### config.mk
export PLATFORM = sky130hd
export DESIGN_NAME = regwb_buffer_flat
export DESIGN_NICKNAME = d
export VERILOG_FILES = /design/src/rtl/regwb_buffer_if.sv /design/src/rtl/regwb_buffer.sv /design/src/flat_wrapper.sv
export SDC_FILE = /design/constraint.sdc
export NUM_CORES = 1
export LEC_CHECK = 0
export ABC_AREA = 1
export CORE_ASPECT_RATIO = 0.5
export CORE_UTILIZATION = 45
export DETAILED_ROUTE_END_ITERATION = 10
export HOLD_SLACK_MARGIN = 0.03
export PLACE_DENSITY = 0.71
export SLEW_MARGIN = 10
export SYNTH_ARGS = -nofsm -noshare
export SYNTH_HDL_FRONTEND = slang
export SYNTH_SLANG_ARGS = --single-unit
### constraint.sdc
create_clock -name CLK -period 5.9 [get_ports CLK]
set_input_delay 0.885 -clock CLK [delete_from_list [all_inputs] [get_ports CLK]]
set_output_delay 0.885 -clock CLK [all_outputs]
set_load 0.005 [all_outputs]
### src/rtl/regwb_buffer_if.sv
// Writeback request bus into the register-file write buffer.
// Sources drive master; the buffer is the slave.
interface regwb_buffer_if;
  logic        wb_valid;
  logic        wb_ready;
  logic [4:0]  wb_sel;
  logic [31:0] wb_dat;

  modport master (
    output wb_valid,
    output wb_sel,
    output wb_dat,
    input  wb_ready
  );

  modport slave (
    input  wb_valid,
    input  wb_sel,
    input  wb_dat,
    output wb_ready
  );
endinterface

### src/rtl/regwb_buffer.sv
// In-order writeback queue draining into the register file write port.
// Define REGWB_FWD_EN to enable pending-value forwarding lookups.
module regwb_buffer #(
  parameter  int DEPTH = 4,
  localparam int CNT_W = $clog2(DEPTH) + 1
) (
  input  logic             CLK,
  input  logic             nRST,
  regwb_buffer_if.slave    wb,
  input  logic             hold,
  output logic             rf_WEN,
  output logic [4:0]       rf_wsel,
  output logic [31:0]      rf_wdat,
  output logic [CNT_W-1:0] count,
  output logic             empty,
  input  logic [4:0]       fwd_sel1,
  output logic             fwd_hit1,
  output logic [31:0]      fwd_dat1,
  input  logic [4:0]       fwd_sel2,
  output logic             fwd_hit2,
  output logic [31:0]      fwd_dat2
);

  localparam int PTR_W = $clog2(DEPTH);

  logic [PTR_W-1:0] head_q, head_d;
  logic [PTR_W-1:0] tail_q, tail_d;
  logic [CNT_W-1:0] count_q, count_d;
  logic [DEPTH-1:0] vld_q, vld_d;
  logic [4:0]       sel_q [DEPTH];
  logic [4:0]       sel_d [DEPTH];
  logic [31:0]      dat_q [DEPTH];
  logic [31:0]      dat_d [DEPTH];

  logic acc;
  logic drn;

  assign wb.wb_ready = (count_q != CNT_W'(DEPTH));
  assign empty       = (count_q == '0);
  assign count       = count_q;
  assign rf_WEN      = !empty && !hold;
  assign rf_wsel     = rf_WEN ? sel_q[head_q] : '0;
  assign rf_wdat     = rf_WEN ? dat_q[head_q] : '0;

  // Writes to x0 complete the handshake but are never stored.
  assign acc = wb.wb_valid && wb.wb_ready && (wb.wb_sel != '0);
  assign drn = rf_WEN;

  always_comb begin
    head_d  = head_q;
    tail_d  = tail_q;
    count_d = count_q;
    vld_d   = vld_q;
    sel_d   = sel_q;
    dat_d   = dat_q;
    if (drn) begin
      head_d        = head_q + 1'b1;
      vld_d[head_q] = 1'b0;
    end
    if (acc) begin
      tail_d        = tail_q + 1'b1;
      vld_d[tail_q] = 1'b1;
      sel_d[tail_q] = wb.wb_sel;
      dat_d[tail_q] = wb.wb_dat;
    end
    unique case (1'b1)
      (acc && !drn): count_d = count_q + 1'b1;
      (!acc && drn): count_d = count_q - 1'b1;
      default:       count_d = count_q;
    endcase
  end

  always_ff @(posedge CLK or negedge nRST) begin
    if (!nRST) begin
      head_q  <= '0;
      tail_q  <= '0;
      count_q <= '0;
      vld_q   <= '0;
      for (int i = 0; i < DEPTH; i++) begin
        sel_q[i] <= '0;
        dat_q[i] <= '0;
      end
    end else begin
      head_q  <= head_d;
      tail_q  <= tail_d;
      count_q <= count_d;
      vld_q   <= vld_d;
      sel_q   <= sel_d;
      dat_q   <= dat_d;
    end
  end

`ifdef REGWB_FWD_EN
  logic [PTR_W-1:0] idx;

  // Walk oldest to youngest so the last match is the youngest.
  always_comb begin
    idx      = '0;
    fwd_hit1 = 1'b0;
    fwd_dat1 = '0;
    fwd_hit2 = 1'b0;
    fwd_dat2 = '0;
    for (int i = 0; i < DEPTH; i++) begin
      idx = head_q + PTR_W'(i);
      if (vld_q[idx] && (fwd_sel1 != '0)
          && (sel_q[idx] == fwd_sel1)) begin
        fwd_hit1 = 1'b1;
        fwd_dat1 = dat_q[idx];
      end
      if (vld_q[idx] && (fwd_sel2 != '0)
          && (sel_q[idx] == fwd_sel2)) begin
        fwd_hit2 = 1'b1;
        fwd_dat2 = dat_q[idx];
      end
    end
  end
`else
  logic unused_fwd;

  assign unused_fwd = ^{fwd_sel1, fwd_sel2, vld_q};
  assign fwd_hit1   = 1'b0;
  assign fwd_dat1   = '0;
  assign fwd_hit2   = 1'b0;
  assign fwd_dat2   = '0;
`endif

endmodule

### src/flat_wrapper.sv
// flat-port wrapper written by rule: the top's interface ports become plain ports
module regwb_buffer_flat 
#(
  parameter  int DEPTH = 4,
  localparam int CNT_W = $clog2(DEPTH) + 1
)
  (CLK, nRST, hold, rf_WEN, rf_wsel, rf_wdat, count, empty, fwd_sel1, fwd_hit1, fwd_dat1, fwd_sel2, fwd_hit2, fwd_dat2, wb_wb_valid, wb_wb_sel, wb_wb_dat, wb_wb_ready);
  regwb_buffer_if wb_i ();
  input  logic CLK;
  input  logic nRST;
  input  logic hold;
  output logic rf_WEN;
  output logic [4:0] rf_wsel;
  output logic [31:0] rf_wdat;
  output logic [CNT_W-1:0] count;
  output logic empty;
  input  logic [4:0] fwd_sel1;
  output logic fwd_hit1;
  output logic [31:0] fwd_dat1;
  input  logic [4:0] fwd_sel2;
  output logic fwd_hit2;
  output logic [31:0] fwd_dat2;
  input wire logic [$bits(wb_i.wb_valid)-1:0] wb_wb_valid;
  input wire logic [$bits(wb_i.wb_sel)-1:0] wb_wb_sel;
  input wire logic [$bits(wb_i.wb_dat)-1:0] wb_wb_dat;
  output wire logic [$bits(wb_i.wb_ready)-1:0] wb_wb_ready;
  assign wb_i.wb_valid = wb_wb_valid;
  assign wb_i.wb_sel = wb_wb_sel;
  assign wb_i.wb_dat = wb_wb_dat;
  assign wb_wb_ready = wb_i.wb_ready;
  regwb_buffer #(.DEPTH(DEPTH)) u_core (.CLK(CLK), .nRST(nRST), .wb(wb_i), .hold(hold), .rf_WEN(rf_WEN), .rf_wsel(rf_wsel), .rf_wdat(rf_wdat), .count(count), .empty(empty), .fwd_sel1(fwd_sel1), .fwd_hit1(fwd_hit1), .fwd_dat1(fwd_dat1), .fwd_sel2(fwd_sel2), .fwd_hit2(fwd_hit2), .fwd_dat2(fwd_dat2));
endmodule
---- After elaboration in Yosys (flattened, before gate mapping) ----
Cells that the tools add are included.
cells by class
  add/sub/neg operators ................... 4
  magnitude comparators ................... 3
  equality and inequality tests ........... 1
  multiplexer cells ....................... 15
  bitwise operators ....................... 2
  reductions and logical operators ........ 13
operators by type and width
  operator                                                    count
  bitwise mux 128 bit                                         1
  two-way mux 32 bit                                          4
  binary-select mux 32 bit (select 2 bit)                     1
  demux 32 bit (select 2 bit)                                 1
  bitwise mux 20 bit                                          1
  two-way mux 5 bit                                           4
  binary-select mux 5 bit (select 2 bit)                      1
  demux 5 bit (select 2 bit)                                  1
  >= comparator 3 bit, second input constant                  2
  logical AND 1 bit                                           6
  NOT 2 -> 3 bit                                              2
  case mux 3 bit (2 select lines)                             1
  nonzero test 5 bit                                          1
  adder 2 x 1 -> 2 bit, second input constant                 2
  logical NOT 1 bit                                           4
  adder 3 x 1 -> 3 bit, second input constant                 1
  logical NOT 3 bit                                           1
  less-than comparator 3 x 1 -> 1 bit, second input constant  1
  inequality test 3 bit, second input constant                1
  subtractor 3 x 1 -> 3 bit, second input constant            1
  nonzero test 2 bit                                          1
storage, ports and cells
  register bits ........................... 155
  input port bits ......................... 51
  output and inout bits ................... 109
  logic and storage cells ................. 49

---- Logic depth before layout (Yosys ltp) ----
Gate-level depths: netlist of run 1.
  word-level depth ........................ 6
  depth in mapped cells ................... 11
  mapped depth without buffers ............ 10

---- Least setup slack after synthesis of run 1 ----
Ideal clock, no wire load.
  kind .................................... input to register
  from .................................... in wb_wb_sel[3]
  to ...................................... reg u_core.count_q[2], in the netlist u_core.count[2]
  library setup time ...................... 0.079 ns
  arrival time ............................ 2.351 ns
  required time ........................... 5.821 ns
  slack ................................... 3.470 ns
  stages on the path ...................... 10
  buffers on the path ..................... 1
  cells stage by stage .................... nor2_1 -> nand3b_1 -> buf_2 -> nand2_1 -> ha_1 -> inv_1 -> fa_1 -> or2_2 -> nand2_1 -> xor2_1
on the way
  cells in the longest elaborated chain, start to end .. 5
  elaborated cells on any way between the ends .. 7
  those cells by class .................... mux: 1; reduce/logical: 6
RTL lines
  item                                                                   line                RTL
  start, declared                                                        flat_wrapper.sv:24  input wire logic [$bits(wb_i.wb_sel)-1:0] wb_wb_sel;
  nonzero test 5 bit (*)                                                 regwb_buffer.sv:46  assign acc = wb.wb_valid && wb.wb_ready && (wb.wb_sel != '0);
  logical AND 1 bit (*)                                                  regwb_buffer.sv:46
  logical NOT 1 bit                                                      regwb_buffer.sv:68  (!acc && drn): count_d = count_q - 1'b1;
  logical AND 1 bit                                                      regwb_buffer.sv:68
  case mux 3 bit (2 select lines) or nonzero test 2 bit (tied branches)  n/a
  end signal, assigned                                                   regwb_buffer.sv:86  count_q <= count_d;
  end, declared                                                          regwb_buffer.sv:28  logic [CNT_W-1:0] count_q, count_d;
Mark *: on every way between the ends. The rest lies on a longest branch, timed or not.
A chain may end at the register's enable or synchronous reset.

---- Final worst setup path of run 1 ----
  from .................................... reg u_core.head_q[1]
  to ...................................... out rf_wdat[2]
on the way
  cells in the longest elaborated chain, start to end .. 5
RTL lines
  item                                                    line                RTL
  start, declared                                         regwb_buffer.sv:26  logic [PTR_W-1:0] head_q, head_d;
  start signal, assigned                                  regwb_buffer.sv:75  head_q <= '0;
  start signal, assigned                                  regwb_buffer.sv:84  head_q <= head_d;
  NOT 2 -> 3 bit (not written as such)                    regwb_buffer.sv:43  assign rf_wdat = rf_WEN ? dat_q[head_q] : '0;
  binary-select mux 32 bit (select 2 bit)                 regwb_buffer.sv:43
  two-way mux 32 bit (not written as such) (2 in series)  regwb_buffer.sv:43
  two-way mux 32 bit                                      regwb_buffer.sv:43
  end, declared                                           flat_wrapper.sv:14  output logic [31:0] rf_wdat;
No other way between the ends. The select of a mux whose other input is x is not followed.

==> impl_metrics.env, run 1 <==
export IMPL_grt_overflow_total=0
export IMPL_worstHoldPathCells=2
export IMPL_nFillCells=1672
export IMPL_min_delay_start="u_core.dat_q[17]"
export IMPL_via_count=7461
export IMPL_synth_cell_type_count=22
export IMPL_worst_setup_path_end_kind="output pin"
export IMPL_ioPinCount=160
export IMPL_ant_nets=0
export IMPL_grt_max_degree=155
export IMPL_floorplan_initialDensity=0.468
export IMPL_finalPower_uw=5040
export IMPL_cts_hold_buf=0
export IMPL_drtPass1Iterations=5
export IMPL_grt_usage=0.243
export IMPL_reg2reg_to="u_core.count[2]"
export IMPL_period_share=0.698
export IMPL_slew_headroom=0.310
export IMPL_synth_cells=1063
export IMPL_syn_area_um2=8290
export IMPL_viasPerCell=5.60
export IMPL_critPathRequiredTime_ns=5.02
export IMPL_rows=34
export IMPL_max_vdd_ir_drop_uv=356
export IMPL_die_area_um2=19000
export IMPL_arrival_ns=3.23
export IMPL_port_buffers=83
export IMPL_syn_mean_instance_area_um2=7.79
export IMPL_hold_violations=0
export IMPL_fmax_mhz=243
export IMPL_skew_ns=0.00825
export IMPL_dpl_cell_area_um2=8850
export IMPL_dp_hpwl_mm=11.4
export IMPL_clkLatencyLatePin_ns=0.42
export IMPL_synth_seq_cells=155
export IMPL_cts_root_buf="clkbuf_16"
export IMPL_ff2ff_setup_slack_ns=3.07
export IMPL_drc_errors=0
export IMPL_maxSlewViolCount=0
export IMPL_multi_input_area_um2=3700
export IMPL_place_ws_ns=1.81
export IMPL_tritoncts="done"
export IMPL_antenna_found_initial=0
export IMPL_grt_pass1_wl_mm=36.6
export IMPL_synth_async_reset_ratio=1.00
export IMPL_routedWlPerCell_um=16.8
export IMPL_synth_edff_count=0
export IMPL_cts_sinks=155
export IMPL_ys_seq_area_frac=0.468
export IMPL_wl_mm=22.4
export IMPL_layout_min_cycle_time_ns=4.12
export IMPL_hp_class="reg -> reg"
export IMPL_hold_end="u_core.dat_q[17]"
export IMPL_drt_initial_drc_count=911
export IMPL_max_cap_violations=0
export IMPL_tightest_slew_ns=1.03
export IMPL_final_util=0.529
export IMPL_design_area_um2=9370
export IMPL_synthFlopType="dfrtp_1"
export IMPL_drive_above_1_share=0.0510
export IMPL_grt_pass1_vias=6992
export IMPL_layout_commonest_cell="nand2_1"
export IMPL_clk_pin_slew_ns=0.06
export IMPL_cts_buffer_depth=2
export IMPL_routabilityCongestion=0.747
export IMPL_numCtsBuffers=17
export IMPL_layout_common_cells="307 x nand2_1, 154 x dfrtp_1, 151 x nor2_1, 148 x nand4_1, 82 x clkdlybuf4s50_1"
export IMPL_htree_levels=4
export IMPL_die_h_um=98.0
export IMPL_syn_to_final_growth_pct=13.1
export IMPL_r2r_start="u_core.count[0]"
export IMPL_postCtsSetupRepairBufs=0
export IMPL_p_leak_uw=0.00459
export IMPL_setup_viol=0
export IMPL_status="finished, final reports clean"
export IMPL_fin_setup_tns_ns=0
export IMPL_num_antenna_cells=0
export IMPL_cp_start_kind="flop"
export IMPL_power_density_nw_per_um2=538
export IMPL_cts_resized=0
export IMPL_ff2ff_path_depth=10
export IMPL_fp_coreArea_um2=17700
export IMPL_die_width_um=194
export IMPL_timing_setup_critical_path_class="reg -> out"
export IMPL_worstPathMaxFanout=30
export IMPL_regArea_um2=3880
export IMPL_layout_nets=1143
export IMPL_yosys_warnings=0
export IMPL_rsz0062_at_grt="no"
export IMPL_setup_slack_ns=1.78
[cells by family after synthesis]
group                      count (synthesis)  synth area share
AOI/OAI and AO/OA                        115            0.0699
xor gates and xnor gates                   3           0.00317
adders and majority gates                  6           0.00997
buffers and inverters                    168             0.117
DFF                                      155             0.468
other                                      1          0.000453
and+or+nand+nor                          615             0.331
[flip-flops by register name (all words and copies together), names as in the netlist]
name,flops
u_core.count,3
u_core.tail_q,2
u_core.sel_q,20
u_core.head_q,2
u_core.dat_q,128
[per-stage QoR]
stage          std cells  hold WS, ns
3_5_place_dp        1301        0.453
4_1_cts             1332        0.468
3_3_place_gp        1301        0.448
2_1_floorplan       1128        0.437
6_report            1332        0.466
5_1_grt             1332        0.484
[synthesized netlist by cell type (all sizes together) (2+ instances only)]
cell    count  area, um2
dfrtp     155       3880
clkbuf     26       97.6
buf       130        828
ha          5       62.6
nand2     307       1150
nor2      151        567
o21ai      76        380
inv        12       45.0
nand3       7       85.1
xor2        2       17.5
nand4     148        926
a21oi      39        199
[power by group]
part | internal [uW] | switching [uW]
logic | 825 | 1420
clock network | 540 | 436
registers | 1550 | 269
[metal layers]
| metal | part of all wire | GRT usage | up-vias |
|---|---|---|---|
| met5 | 0 | 0 | - |
| li1 | - | - | 3459 |
| met2 | 0.46 | 0.378 | 319 |
| met1 | 0.47 | 0.354 | 3663 |
| met3 | 0.065 | 0.0390 | 20 |
| met4 | 0.0085 | 0.0629 | 0 |
[critical path, cell delays in order, from the launching register on]
cell,delay (ns)
dfrtp_1,0.59
buf_4,0.48
inv_1,0.29
buf_4,0.36
nor2_1,0.17
o21ai_0,0.12
a21oi_1,0.24
clkdlybuf4s50_1,0.56
[how the worst max path moves through the flow]
stage | startpoint | to | slack, ns | cells past startpoint
3_3_place_gp | hold | rf_wdat[29] | 1.79 | 6
2_1_floorplan | wb_wb_sel[3] | u_core.count[2] | 3.47 | 10
5_1_grt | hold | rf_wdat[29] | 1.66 | 6
6_report | u_core.head_q[1] | rf_wdat[2] | 1.78 | 7
4_1_cts | u_core.head_q[1] | rf_wdat[2] | 1.79 | 7
3_5_place_dp | hold | rf_wdat[29] | 1.81 | 6
[layout make-up]
type / count / area share
clock buffers: 18 / 0.0469
flip-flops and latches: 155 / 0.414
inverters: 12 / 0.00494
repair buffers: 95 / 0.0997
multi-input cells: 805 / 0.395
clock inverters: 13 / 0.00855
well taps: 234 / 0.0312
No activity file was read; power rests on OpenSTA's default activity.
==> run 2, diff against run 1 <==
--- a/config.mk
+++ b/config.mk
@@ -10,7 +10,7 @@
 export CORE_UTILIZATION = 45
 export DETAILED_ROUTE_END_ITERATION = 10
 export HOLD_SLACK_MARGIN = 0.03
-export PLACE_DENSITY = 0.71
+export PLACE_DENSITY = 0.74
 export SLEW_MARGIN = 10
 export SYNTH_ARGS = -nofsm -noshare
 export SYNTH_HDL_FRONTEND = slang
==> constraint.sdc (replaced) <==
create_clock -name CLK -period 3.3 [get_ports CLK]
set_input_delay 0.495 -clock CLK [delete_from_list [all_inputs] [get_ports CLK]]
set_output_delay 0.495 -clock CLK [all_outputs]
set_load 0.005 [all_outputs]
==> impl_metrics.env, run 2 (synthesis results as in run 1) <==
export IMPL_worstPathMaxFanout=44
export IMPL_layout_common_cells="307 x nand2_1, 154 x dfrtp_1, 151 x nor2_1, 148 x nand4_1, 82 x clkdlybuf4s50_1"
export IMPL_largest_register="u_core.dat_q"
export IMPL_cts_resized=0
export IMPL_wl_mm=22.4
export IMPL_critPathTopFamily="buffers and inverters"
export IMPL_critPathBufInv=3
export IMPL_period_share=0.926
export IMPL_largest_register_ffs=128
export IMPL_cp_depth=5
export IMPL_max_vdd_ir_drop_uv=501
export IMPL_die_width_um=194
export IMPL_status="finished, final reports clean"
export IMPL_grt_pass1_vias=7064
export IMPL_floorplan_initialDensity=0.468
export IMPL_critPathRequiredTime_ns=2.80
export IMPL_die_area_um2=19000
export IMPL_numCtsBuffers=17
export IMPL_fin_setup_tns_ns=0
export IMPL_r2r_start="u_core.count[1]"
export IMPL_ioPinCount=160
export IMPL_ff2ff_path_depth=9
export IMPL_timing_setup_critical_path_class="reg -> out"
export IMPL_crit_slowest_cell="dfrtp_2"
export IMPL_hold_violations=0
export IMPL_fp_coreArea_um2=17700
export IMPL_cp_start_kind="flop"
export IMPL_layout_commonest_cell="nand2_1"
export IMPL_reg2reg_to="u_core.count[1]"
export IMPL_drt_initial_drc_count=951
export IMPL_ff2ff_setup_slack_ns=1.00
export IMPL_ant_nets=0
export IMPL_fmax_mhz=327
export IMPL_drtPass1Iterations=6
export IMPL_via_count=7457
export IMPL_rsz0062_at_grt="no"
export IMPL_design_area_um2=9610
export IMPL_cts_root_buf="clkbuf_16"
export IMPL_startpoint="u_core.head_q[0]"
export IMPL_layout_min_cycle_time_ns=3.06
export IMPL_num_antenna_cells=0
export IMPL_setup_viol=0
export IMPL_die_h_um=98.0
export IMPL_viasPerCell=5.55
export IMPL_routabilityCongestion=0.786
export IMPL_clkLatencyLatePin_ns=0.42
export IMPL_critPathMaxStageDelay_ns=0.61
export IMPL_clk_pin_slew_ns=0.06
export IMPL_critPathCapture="rf_wdat[10]"
export IMPL_tightest_slew_ns=0.626
export IMPL_dpl_cell_area_um2=9010
export IMPL_hp_class="in -> async"
export IMPL_cts_hold_buf=0
export IMPL_htree_levels=4
export IMPL_layout_nets=1154
export IMPL_drc_errors=0
export IMPL_slew_headroom=0.583
export IMPL_antenna_found_initial=0
export IMPL_dp_hpwl_mm=12.2
export IMPL_max_cap_violations=0
export IMPL_arrival_ns=2.56
export IMPL_tritoncts="done"
export IMPL_grt_overflow_total=0
export IMPL_postCtsSetupRepairBufs=0
export IMPL_maxSlewViolCount=0
export IMPL_grt_usage=0.242
export IMPL_port_buffers=83
export IMPL_p_leak_uw=0.00470
export IMPL_power_density_nw_per_um2=980
export IMPL_drive_above_1_share=0.0595
export IMPL_routedWlPerCell_um=16.7
export IMPL_path_cells="inv_2 > buf_12 > o21ai_0 > a21oi_1 > clkdlybuf4s50_1"
export IMPL_worst_setup_path_end_kind="output pin"
export IMPL_cts_buffer_depth=2
export IMPL_grt_max_degree=134
export IMPL_rows=34
export IMPL_syn_to_final_growth_pct=16.0
export IMPL_grt_pass1_wl_mm=36.9
export IMPL_hold_ws_ns=0.0432
export IMPL_cts_sinks=155
export IMPL_skew_ns=0.00864
run 2: area by class of cell:
type,count,area [um2]
Inverter,12,45.0
Multi-Input combinational cell,805,3700
Clock inverter,11,144
Fill cell,1585,8090
Clock buffer,20,457
Timing Repair Buffer,106,1090
Sequential cell,155,3880
Tap cell,234,293
run 2: metal layers:
| metal | routed length [um] | GRT usage | up-vias |
|---|---|---|---|
| li1 | - | - | 3484 |
| met3 | 1490 | 0.0383 | 21 |
| met1 | 10300 | 0.341 | 3623 |
| met5 | 0 | 0 | - |
| met2 | 10300 | 0.386 | 329 |
| met4 | 291 | 0.0733 | 0 |
run 2: worst reg2reg max path, delay by kind of cell, from the launching register on:
kind / cells / cell delay [ns]
flip-flops: 1 / 0.41
adder cells (fa/ha/maj): 2 / 0.63
AO/OA/AOI/OAI: 1 / 0.17
buffers and inverters: 3 / 0.51
AND/OR/NAND/NOR: 3 / 0.49
run 2: worst min path at each step:
stage	cells after the start	to	slack, ns
after floorplan	0	u_core.count[0]	0.20
after detailed placement	2	u_core.dat_q[5]	0.45
after CTS	1	u_core.count[2]	0.09
after global placement	2	u_core.dat_q[11]	0.45
after global routing	1	u_core.tail_q[1]	0.11
final	1	u_core.tail_q[1]	0.04
run 2: metrics by stage:
step	std cells	setup slack (ns)	power (uW)	util
2_1_floorplan	1128	1.26	5860	-
3_3_place_gp	1312	0.696	7220	0.509
3_5_place_dp	1312	0.684	7370	0.509
4_1_cts	1343	0.274	9400	0.543
5_1_grt	1343	0.154	10100	0.543
6_report	1343	0.245	9420	0.543
run 2: power breakdown:
group / leakage, uW / internal [uW] / switching [uW] / total (uW)
clock: 0.000284 / 1220 / 791 / 2010
combinational: 0.00247 / 1580 / 2520 / 4110
sequential: 0.00194 / 2770 / 522 / 3290
total: 0.00470 / 5580 / 3840 / 9420
